**config.mk**
```make
export PLATFORM = sky130hd
export DESIGN_NAME = irq_pending_encoder_8x3
export DESIGN_NICKNAME = d
export VERILOG_FILES = /design/src/rtl/irq_pending_encoder_8x3.sv
export SDC_FILE = /design/constraint.sdc
export NUM_CORES = 1
export LEC_CHECK = 0
export ABC_AREA = 1
export CAP_MARGIN = 20
export CORE_AREA = 2 2 55 44
export DETAILED_ROUTE_END_ITERATION = 8
export DIE_AREA = 0 0 57 46
export PLACE_DENSITY_LB_ADDON = 0.2
export SYNTH_ARGS = -nofsm -noshare
export SYNTH_HDL_FRONTEND = slang
export SYNTH_SLANG_ARGS = --single-unit
```
**constraint.sdc**
```tcl
create_clock -name clk -period 1.6 [get_ports clk]
set_input_delay 0.16 -clock clk [delete_from_list [all_inputs] [get_ports clk]]
set_output_delay 0.16 -clock clk [all_outputs]
set_load 0.01 [all_outputs]
```
**src/rtl/irq_pending_encoder_8x3.sv**
```systemverilog
// Sticky request latch with masked highest-index-first selection.
// Each selected index is presented exactly once on a valid/ready port.
module irq_pending_encoder_8x3 #(
    parameter int unsigned N = 8,
    parameter int unsigned W = $clog2(N)
) (
    input  logic         clk,
    input  logic         rst,
    input  logic [N-1:0] req,
    input  logic [N-1:0] mask,
    input  logic         out_ready,
    output logic         out_valid,
    output logic [W-1:0] out_idx,
    output logic [N-1:0] pending,
    output logic         overflow
);

    typedef enum logic [0:0] {
        IDLE = 1'b0,
        SHOW = 1'b1
    } state_t;

    state_t       state_q, state_d;
    logic [N-1:0] pend_q, pend_d;
    logic [W-1:0] idx_q, idx_d;
    logic         ovf_q, ovf_d;

    logic [N-1:0] elig;
    logic [W-1:0] sel;
    logic         any_elig;
    logic         load;
    logic [N-1:0] take;

    // Ascending scan: the last hit is the highest eligible index.
    always_comb begin
        elig     = pend_q & mask;
        any_elig = |elig;
        sel      = '0;
        for (int unsigned i = 0; i < N; i++) begin
            if (elig[i]) begin
                sel = W'(i);
            end
        end
    end

    always_comb begin
        state_d = state_q;
        idx_d   = idx_q;
        load    = 1'b0;
        unique case (state_q)
            IDLE: begin
                if (any_elig) begin
                    load    = 1'b1;
                    state_d = SHOW;
                end
            end
            SHOW: begin
                if (out_ready) begin
                    if (any_elig) begin
                        load = 1'b1;
                    end else begin
                        state_d = IDLE;
                    end
                end
            end
            default: state_d = IDLE;
        endcase
        if (load) begin
            idx_d = sel;
        end
    end

    // A request on a bit being taken this edge is a fresh event, not a loss.
    always_comb begin
        take = '0;
        if (load) begin
            take[sel] = 1'b1;
        end
        pend_d = (pend_q & ~take) | req;
        ovf_d  = ovf_q | (|(req & pend_q & ~take));
    end

    always_ff @(posedge clk) begin
        if (rst) begin
            state_q <= IDLE;
            pend_q  <= '0;
            idx_q   <= '0;
            ovf_q   <= 1'b0;
        end else begin
            state_q <= state_d;
            pend_q  <= pend_d;
            idx_q   <= idx_d;
            ovf_q   <= ovf_d;
        end
    end

    assign out_valid = (state_q == SHOW);
    assign out_idx   = idx_q;
    assign pending   = pend_q;
    assign overflow  = ovf_q;

endmodule

```
### Word level (Yosys, flattened, before mapping)

Index checks and enable logic that the tools add are counted.

* input port bits: 19
* register bits after elaboration: 13
* output and inout bits: 13
* word-level logic and storage cells: 32

* order comparisons: 2
* reductions and logical operators: 3
* multiplexer cells: 15
* bitwise logic cells: 8

Operators by type and width (count)
* 8-bit bitwise AND: 4
* 3-bit two-way mux: 6
* 8-bit OR reduction: 2
* 8-bit two-way mux: 1
* 8-bit NOT: 1
* 8-bit OR: 1
* 1-bit two-way mux: 5
* 3-bit by 4-bit less-than comparator with 1-bit output (second input constant): 1
* 1-bit case mux with 2 select lines: 2
* 1-bit demux with 3-bit select: 1
* 3-bit by 1-bit greater-or-equal comparator with 1-bit output (second input constant): 1
* 1-bit logical AND: 1
* 1-bit NOT: 1
* 1-bit OR: 1

### Logic depth before layout (Yosys ltp)

Gate-level depths: netlist of the first run.

* depth in word-level cells: 17
* mapped depth: 12
* gate-level depth less buffers: 12

### Least setup slack after synthesis of the first run

OpenSTA, ideal clock, no wires.

* kind: register to register
* start: reg pend_q[2] (netlist: pending[2])
* end: reg ovf_q (netlist: overflow)
* path buffers: 0
* cell stages (with the launch flop): 12
* setup slack: 346 ps
* period minus slack after synthesis: 1254 ps
* arrival time: 1123 ps
* library setup time: 131 ps
* required time: 1469 ps
* cell sequence: dfxtp_1 > nand2_2 > nand2_1 > nand2_1 > nand2_2 > nand2_4 > nand2_8 > nand2_2 > nand2_1 > nand2_1 > nor2_2 > a21oi_2

* cells in the longest elaborated chain, start to end: 16
* elaborated cells between the ends (all ways): 22
* classes of those cells: order compare: 2; mux: 12; bitwise: 5; reduce/logical: 3

RTL lines
* start, declared: RTL line 24 `logic [N-1:0] pend_q, pend_d;`
* start signal, assigned: RTL line 91 `pend_q <= pend_d;`
* 8-bit bitwise AND: RTL line 36 `elig = pend_q & mask;`
* 3-bit two-way mux (6 in a row): RTL line 40 `if (elig[i]) begin`
* 3-bit by 4-bit less-than comparator with 1-bit output (not written as such) or 3-bit by 1-bit greater-or-equal comparator with 1-bit output (tied branches): RTL line 77 `take[sel] = 1'b1;`
* 1-bit logical AND (not written as such): RTL line 77
* 1-bit two-way mux (not written as such): RTL line 77
* 1-bit demux with 3-bit select: RTL line 77
* 8-bit two-way mux: RTL line 76 `if (load) begin`
* 8-bit NOT: RTL line 80 `ovf_d = ovf_q | (|(req & pend_q & ~take));`
* 8-bit bitwise AND *: RTL line 80
* 8-bit OR reduction *: RTL line 80
* 1-bit OR *: RTL line 80
* end signal, assigned: RTL line 93 `ovf_q <= ovf_d;`
* end, declared: RTL line 26 `logic ovf_q, ovf_d;`

Mark *: on every way between the ends. The rest lies on a longest branch, timed or not.
A chain may end at the register's enable or synchronous reset.

### Final worst setup path of the first run

* start: reg pend_q[4] (netlist: pending[4])
* end: out pending[4]

RTL lines
* end, declared: RTL line 14 `output logic [N-1:0] pending,`

No word-level cell between the ends.

==> results of run 1 <==
## through the flow
stage	setup WS (ps)	hold slack [ps]	cells	power, mW	instance area [um^2]
final	177	454	177	0.914	1220
after global routing	113	457	177	0.973	1220
after CTS	158	446	177	0.926	1220
after detailed placement	32.1	470	173	0.715	1190
after global placement	33.7	451	173	0.710	1190
after floorplan	346	277	116	0.572	842
## kinds of logic after synthesis
| family | count (synthesis) |
|---|---|
| buf+inv | 21 |
| compound gates | 24 |
| flops | 13 |
| simple gates | 58 |
## metal layers
metal  vias to the layer above  track usage  part of all wire
li1                        436            -                 -
met1                       359        0.189              0.48
met2                        20        0.251              0.44
met3                         2       0.0625             0.066
met4                         0       0.0419            0.0082
met5                         -            0                 0
## layout make-up
cell class,instances,area [um^2]
fill,211,918
timing repair buffer,33,325
multi-input combinational,82,503
inverter,20,75.1
tap,25,31.3
sequential,13,260
clock buffer,4,26.3
## worst min path at each step
stage | to | slack [ps]
2_1_floorplan | pending[0] | 280
3_3_place_gp | out_idx[2] | 450
3_5_place_dp | out_idx[2] | 470
4_1_cts | pending[3] | 450
5_1_grt | pending[1] | 460
6_report | pending[3] | 450
## layout by cell type, fill, tap and decap left out, drive strengths merged
cell type	n
a21oi	13
a31oi	1
buf	2
clkbuf	4
clkdlybuf4s50	31
clkinv	2
dfxtp	13
inv	18
nand2	42
nand3	3
nand4	2
nor2	11
o211ai	2
o21ai	6
o21bai	2
## flip-flops by register name (all words and copies together), names as in the netlist
register   count
out_valid      1
pending        8
out_idx        3
overflow       1
## report_power, final
group	switching, mW	leakage (nW)	internal, mW
Clock	0.113	0.0150	0.0967
Sequential	0.0260	0.109	0.354
Combinational	0.164	0.453	0.160
==> run_results.csv, run 1 <==
group,metric,value,unit
status,status,"finished, final reports clean",
floorplan,die_y,46,um
logic_synthesis,syn_area,842,um^2
logic_synthesis,synthSimpleGateAreaFrac,0.415,
clocking,numCtsBuffers,3,
clocking,cts_tree,"yes",
logic_synthesis,synthMuxAreaShare,0,
worst_setup_path,start_kind,"register",
clocking,cts_root_buf,"clkbuf_4",
logic_synthesis,syn_inst,116,
min_path,worst_hold_path_type,"input pin to register",
logic_synthesis,ys_ff_latch,13,
sta,min_period,1420,ps
route,post_drt_wl_per_cell,10.4,um
sta,grt_setup_unrepaired,"no",
grt,grt_max_degree,9,
logic_synthesis,synth_xor_area_frac,0,
route,vias_per_cell,4.62,
logic_synthesis,synth_compound_area_frac,0.183,
sta,relSlewSlack,0.832,
place,port_buffers,31,
route,drt_wl_total,1840,um
clocking,cts_hold_buf,0,
route,dr.pass1.iters,4,
layout,num_antenna_cells,0,
min_path,hold_start,"req[3]",
grt,grt_pass1_wl,2980,um
layout,syn2layout_area_growth,45.0,%
worst_setup_path,r2r-start,"pending[3]",
logic_synthesis,async_flop_share,0,
clocking,htreeDepth,1,
route,drt_iter0_markers,10,
place,dp_hpwl,1560,um
logic_synthesis,syn_nets,135,
clocking,worstSkewPairLatency,280,ps
place,place.gp.congestion,0.826,
logic_synthesis,synth_edf_count,0,
worst_setup_path,path_buf_inv,1,
worst_setup_path,reg2reg_depth,8,
grt,grt_antenna_before_repair,0,
logic_synthesis,ys.flop_type,"dfxtp_1",
route,drc_errors,0,
worst_setup_path,critPathCapture,"pending[4]",
sta,finClkSkew,1.39,ps
clocking,clock-sinks,13,
logic_synthesis,syn_area_per_cell,7.26,um^2
layout,fin_util,0.571,
worst_setup_path,rrSetupSlack,280,ps
layout,nNetsFinal,172,
logic_synthesis,synth_area_leaders,"dfxtp_1, nand2_1, nand2_4, nand2_2, a21oi_1",
worst_setup_path,worstPathArrival,1260,ps
power_and_ir_drop,power.density,748,nW/um^2
sta,fin_setup_tns,0,ps
grt,first_global_vias,736,
min_path,hold_path_depth,3,
clocking,clk_pin_slew,80,ps
floorplan,dieArea,2620,um^2
job,drv_cap,0,
clocking,clockBufferDepth,2,
sta,tightest_slew,252,ps
sta,min_period_over_period,0.890,
logic_synthesis,synthAdderAreaFrac,0,
logic_synthesis,yosysWarnings,0,
sta,fmax,0.703,GHz
worst_setup_path,crit_family,"buffers and inverters",
floorplan,core_area,2140,um^2
worst_setup_path,cpMaxStageDelayCell,"clkdlybuf4s50_1",
logic_synthesis,synth_top_family_by_area,"simple AND/OR/NAND/NOR gates",
logic_synthesis,synth.distinct_cells,22,
floorplan,rows,15,
logic_synthesis,yosysSeqAreaShare,0.309,
logic_synthesis,synth_most_common_cell,"nand2_1",
worst_setup_path,cpPeakStageDelay,570,ps
floorplan,start_util,0.394,
grt,grt_overflow,0,
clocking,cts_resized,0,
floorplan,fp.dieW,57,um
worst_setup_path,end_kind,"primary output",
route,vias,817,
grt,grt.total_usage,0.153,
worst_setup_path,cp.depth,1,
logic_synthesis,yosys.area.top_type,"dfxtp_1",
logic_synthesis,yosysTopAreaCellShare,0.309,
clocking,postCtsSetupRepairBufs,0,
worst_setup_path,r2r-end,"out_idx[1]",
worst_setup_path,cp.required,1440,ps
sta,slew_violations,0,
power_and_ir_drop,peakVddDrop,529,uV
logic_synthesis,yosys-top-cells-count,"nand2_1, dfxtp_1, inv_1",
sta,setup_viol,0,
worst_setup_path,cp-startpoint,"pending[4]",
worst_setup_path,path_cells,"clkdlybuf4s50_1",
worst_setup_path,critPathMaxFanout,4,
sta,hold_violations,0,
route,drt.antenna.violating_nets,0,
worst_setup_path,worst-setup-path-type,"register to primary output",
floorplan,io_pins,32,
layout,drive_gt1_frac,0.224,
power_and_ir_drop,p_leak,0.577,nW
No activity file was read; power rests on OpenSTA's default activity.
==> inputs of run 2 (changes only) <==
--- a/config.mk
+++ b/config.mk
@@ -10,6 +10,7 @@
 export CORE_AREA = 2 2 55 44
 export DETAILED_ROUTE_END_ITERATION = 8
 export DIE_AREA = 0 0 57 46
+export GPL_ROUTABILITY_DRIVEN = 0
 export PLACE_DENSITY_LB_ADDON = 0.2
 export SYNTH_ARGS = -nofsm -noshare
 export SYNTH_HDL_FRONTEND = slang
==> results of run 2 <==
No change in the layout: final DEF, timing and power equal those of run 1.
